--- src/rtl/cpu_run_ctrl.sv ---
// cpu_run_ctrl: clock-enable sequencer for the single-cycle CPU (free-run, single-step, PC breakpoint).
// Breakpoint logic is compiled in only when CPU_CTRL_BP_EN is defined; the ports exist in both builds.

module cpu_run_ctrl #(
  parameter int PC_W         = 8,
  parameter int DEBOUNCE_CYC = 50000,
  parameter int RUN_DIV      = 25000000,
  parameter int CYC_W        = 16
) (
  input  logic             clk,
  input  logic             rst_n,
  input  logic             run_i,
  input  logic             step_n_i,
  input  logic             bp_en_i,
  input  logic [PC_W-1:0]  bp_addr_i,
  input  logic [PC_W-1:0]  pc_i,
  output logic             cpu_en_o,
  output logic [1:0]       state_o,
  output logic             bp_hit_o,
  output logic [CYC_W-1:0] icount_o
);

  localparam int DB_W  = (DEBOUNCE_CYC > 1) ? $clog2(DEBOUNCE_CYC) : 1;
  localparam int DIV_W = (RUN_DIV > 1) ? $clog2(RUN_DIV) : 1;
  localparam logic [DB_W-1:0]  DB_LAST  = DB_W'(DEBOUNCE_CYC - 1);
  localparam logic [DIV_W-1:0] DIV_LAST = DIV_W'(RUN_DIV - 1);

  typedef enum logic [1:0] {
    S_IDLE  = 2'b00,
    S_RUN   = 2'b01,
    S_STEP  = 2'b10,
    S_BREAK = 2'b11
  } state_t;

  state_t           state_q;
  logic             cpu_en_q;
  logic             bp_hit_q;
  logic [CYC_W-1:0] icount_q;
  logic [DIV_W-1:0] div_q;
  logic             skip_bp_q;

  logic             key_s1_q;
  logic             key_s2_q;
  logic             key_db_q;
  logic [DB_W-1:0]  db_cnt_q;
  logic             step_req_q;
  logic             bp_match;

  // Key synchronizer; released (1) is the idle level.
  always_ff @(posedge clk or negedge rst_n) begin
    if (!rst_n) begin
      key_s1_q <= 1'b1;
      key_s2_q <= 1'b1;
    end else begin
      key_s1_q <= step_n_i;
      key_s2_q <= key_s1_q;
    end
  end

  // Any return of the synced level to the accepted level restarts the stability count.
  always_ff @(posedge clk or negedge rst_n) begin
    if (!rst_n) begin
      key_db_q   <= 1'b1;
      db_cnt_q   <= '0;
      step_req_q <= 1'b0;
    end else begin
      step_req_q <= 1'b0;
      if (key_s2_q == key_db_q) begin
        db_cnt_q <= '0;
      end else if (db_cnt_q == DB_LAST) begin
        key_db_q   <= key_s2_q;
        db_cnt_q   <= '0;
        step_req_q <= ~key_s2_q;
      end else begin
        db_cnt_q <= db_cnt_q + DB_W'(1);
      end
    end
  end

`ifdef CPU_CTRL_BP_EN
  assign bp_match = bp_en_i & (pc_i == bp_addr_i);
`else
  logic bp_unused;
  assign bp_unused = ^{bp_en_i, bp_addr_i, pc_i};
  assign bp_match  = 1'b0;
`endif

  // cpu_en_q is raised together with the decision edge, so icount_q counts the pulse it belongs to.
  always_ff @(posedge clk or negedge rst_n) begin
    if (!rst_n) begin
      state_q   <= S_IDLE;
      cpu_en_q  <= 1'b0;
      bp_hit_q  <= 1'b0;
      icount_q  <= '0;
      div_q     <= '0;
      skip_bp_q <= 1'b0;
    end else begin
      cpu_en_q <= 1'b0;
      bp_hit_q <= 1'b0;
      case (state_q)
        S_IDLE: begin
          if (run_i) begin
            state_q   <= S_RUN;
            div_q     <= '0;
            skip_bp_q <= 1'b1;
          end else if (step_req_q) begin
            state_q  <= S_STEP;
            cpu_en_q <= 1'b1;
            icount_q <= icount_q + CYC_W'(1);
          end
        end
        S_RUN: begin
          if (!run_i) begin
            state_q <= S_IDLE;
          end else if (div_q == DIV_LAST) begin
            div_q <= '0;
            if (bp_match && !skip_bp_q) begin
              state_q  <= S_BREAK;
              bp_hit_q <= 1'b1;
            end else begin
              cpu_en_q  <= 1'b1;
              icount_q  <= icount_q + CYC_W'(1);
              skip_bp_q <= 1'b0;
            end
          end else begin
            div_q <= div_q + DIV_W'(1);
          end
        end
        S_STEP: begin
          state_q <= S_IDLE;
        end
        S_BREAK: begin
          if (!run_i) begin
            state_q <= S_IDLE;
          end else if (step_req_q) begin
            state_q  <= S_STEP;
            cpu_en_q <= 1'b1;
            icount_q <= icount_q + CYC_W'(1);
          end else begin
            bp_hit_q <= 1'b1;
          end
        end
        default: begin
          state_q <= S_IDLE;
        end
      endcase
    end
  end

  assign cpu_en_o = cpu_en_q;
  assign state_o  = state_q;
  assign bp_hit_o = bp_hit_q;
  assign icount_o = icount_q;

endmodule

--- config.mk ---
export PLATFORM = sky130hd
export DESIGN_NAME = cpu_run_ctrl
export DESIGN_NICKNAME = d
export VERILOG_FILES = /design/src/rtl/cpu_run_ctrl.sv
export SDC_FILE = /design/constraint.sdc
export NUM_CORES = 1
export LEC_CHECK = 0
export CORE_ASPECT_RATIO = 0.7
export CORE_UTILIZATION = 59
export CTS_BUF_LIST = sky130_fd_sc_hd__clkbuf_4 sky130_fd_sc_hd__clkbuf_8 sky130_fd_sc_hd__clkbuf_16
export DETAILED_ROUTE_END_ITERATION = 16
export PLACE_DENSITY_LB_ADDON = 0.2
export SLEW_MARGIN = 40
export SYNTH_ARGS = -nofsm -noshare
export SYNTH_HDL_FRONTEND = slang
export SYNTH_SLANG_ARGS = --single-unit
--- constraint.sdc ---
create_clock -name clk -period 3.9 [get_ports clk]
set_clock_uncertainty 0.2 [all_clocks]
set_input_delay 0.78 -clock clk [delete_from_list [all_inputs] [get_ports clk]]
set_output_delay 0.78 -clock clk [all_outputs]
set_load 0.005 [all_outputs]
==> results_dict.tcl <==
set metrics [dict create \
    status "complete, no violations" \
    cts_hold_buf 0 \
    diodes 0 \
    final_net_count 343 \
    syn-num-nets 312 \
    drc 0 \
    async_reset_ff_share_pct 100 \
    cp.required_ns 3.95 \
    cellPowerDensity_nw_per_um2 370 \
    grt_setup_unrepaired "false" \
    cts_tree "yes" \
    die_area_um2 5440 \
    min_path_type "reg -> reg" \
    clkTransAtPathRegs_ns 0.07 \
    hold_slack_ns 0.156 \
    grt_pass1_wl_mm 9.34 \
    p_switching_uw 273 \
    end_kind "register" \
    vias 2252 \
    synth.distinct_cells 40 \
    stdcell_area_um2 3550 \
    initial_core_util_pct 62.4 \
    place_congestion 0.854 \
    ys_seq_area_share_pct 53.7 \
    routed_wl_mm 5.61 \
    drive_gt1_share_pct 10.5 \
    setup-tns-final_ns 0 \
    drv_cap 0 \
    grt_pass1_vias 2047 \
    ys_warn_count 0 \
    nFillCells 347 \
    post_cts_resized 0 \
    worst_slack_ns 0.889 \
    ant_nets 0 \
    crit_fanout 17 \
    fin_crit_ns 3.01 \
    core_um2 4860 \
    rows 21 \
    p_total_mw 1.31 \
    place_hpwl_mm 3.81 \
    placed_cell_area_um2 3340 \
    pin_count 41 \
    netlist_area_um2 3030 \
    first_iter_violations 115 \
    viasPerCell 5.73 \
    drv_slew 0 \
    finalHoldViolCount 0 \
    die_x_um 87.7 \
    io_buffers 23 \
    fmax_ghz 0.332 \
    synth_ff_type "dfrtp_1" \
    p_leak_nw 1.59 \
    cts_setup_buffers 0 \
    cts_buffer_depth 2 \
    dp_slack_ns 0.688 \
    overflow 0 \
    synth-edff-count 0 \
    max_slew_margin_pct 48.4 \
    track_usage_pct 23.1 \
    peakVddDrop_mv 0.242 \
    fin_crit_sh_pct 77.2 \
    areaGrowthSynthToFinish_pct 16.9 \
    clk_latency_ns 0.34 \
    combPwrFrac_pct 3.4 \
    cts_sinks 65 \
    syn_avg_cell_area_um2 10.5 \
    synthCells 288 \
    layout_commonest_cell "dfrtp_1" \
    numCtsBuffers 9 \
    cp.arrival_ns 3.06 \
    swShare_pct 20.8 \
    power_frac_clock_pct 43.9 \
    h-tree-depth 3 \
    synth_seq_cells 65 \
    p_int_mw 1.04 \
    cts-root-buf "clkbuf_8" \
    drtPass1Iterations 4 \
    grt_start_max_net_pins 41 \
    seqPwrFrac_pct 52.7 \
    mostFrequentLayoutCells "dfrtp_1 (62), nor2_1 (48), xnor2_1 (26), xor2_1 (23), clkdlybuf4s50_1 (22)" \
    setup_viol 0 \
    timing_worst_slew_pin_value_ns 0.771 \
    grt_antenna_before_repair 0 \
    dieHeight_um 62 \
    start_kind "register" \
    path_class "reg -> reg" \
    wire_per_inst_um 14.3 \
]
==> power by group through the flow <==
stage / Sequential, mW / Clock, mW / Combinational, mW
4_1_cts: 0.692 / 0.587 / 0.0456
6_report: 0.693 / 0.576 / 0.0445
5_1_grt: 0.693 / 0.619 / 0.0521
3_3_place_gp: 0.704 / 0 / 0.0439
3_5_place_dp: 0.705 / 0 / 0.0453
2_1_floorplan: 0.702 / 0 / 0.0216
==> registers in the layout (all words and copies together), names as in the netlist <==
signal,count
key_db_q,1
div_q,25
bp_hit_o,1
icount_o,16
db_cnt_q,16
key_s2_q,1
key_s1_q,1
state_o,2
step_req_q,1
cpu_en_o,1
==> path summary, 6_finish.rpt <==
kind | slack (ns) | endpoint | cells after the start | from
worst min-delay path | 0.16 | key_s2_q | 0 | key_s1_q
worst min register to register | 0.16 | key_s2_q | 0 | key_s1_q
min in group asynchronous | 0.20 | div_q[8] | 1 | rst_n
max in group asynchronous | 2.55 | key_s1_q | 2 | rst_n
worst max-delay path | 0.89 | icount_o[13] | 7 | div_q[0]
worst max register to register | 0.89 | icount_o[13] | 7 | div_q[0]
==> area by class of cell <==
type                    instances  area, µm²  area share (%)
flip-flops and latches         65       1630            45.9
clock inverters                 3       40.0            1.13
inverters                       5       18.8           0.529
well taps                      69       86.3            2.43
multi-input cells             211       1350            38.0
clock buffers                  13        166            4.69
repair buffers                 27        258            7.26
==> metal layers <==
metal / track usage [%] / vias to the layer above / routed length, µm
met5: 0 / - / 0
met4: 6.32 / 0 / 42
met3: 8.06 / 6 / 238
met2: 34.9 / 49 / 2530
li1: - / 1068 / -
met1: 32.1 / 1129 / 2790
==> worst max-delay path: stages (launching register included) <==
cell and delay [ns]:
dfrtp_1 0.43, ha_1 0.28, nor4bb_1 0.24, nand3_1 0.12, or4_4 0.47, o311ai_4 0.71, nand4_1 0.23, xnor2_1 0.23
==> synth_stat cells, drive strengths merged (2+ instances only) <==
cell type  count  area (µm²)
nor3           5        25.0
xor2          23         201
nor3b          2        15.0
o22ai          4        25.0
clkbuf         4        15.0
inv            5        18.8
buf            3        21.3
or2            2        12.5
nand3         18        90.1
a21o           3        22.5
dfrtp         62        1550
nor2          48         180
nor4           5        37.5
dfstp          3        78.8
nand3b         2        15.0
nand2         19        71.3
mux2           2        22.5
ha             3        37.5
xnor2         26         228
and3          13        86.3
nand4         21         138
==> through the flow <==
stage | instances | util [%]
2_1_floorplan | 288 | -
3_3_place_gp | 377 | 68.7
3_5_place_dp | 377 | 68.8
4_1_cts | 393 | 73.0
5_1_grt | 393 | 73.0
6_report | 393 | 73.0
==> cells by family after synthesis <==
family / share of synthesized area, %
muxes: 0.742
adders and majority gates: 1.24
buffers and inverters: 1.81
AOI/OAI and AO/OA: 3.63
DFF: 53.7
and+or+nand+nor: 24.7
xor gates and xnor gates: 14.1
(Power assumes the default switching activity.)
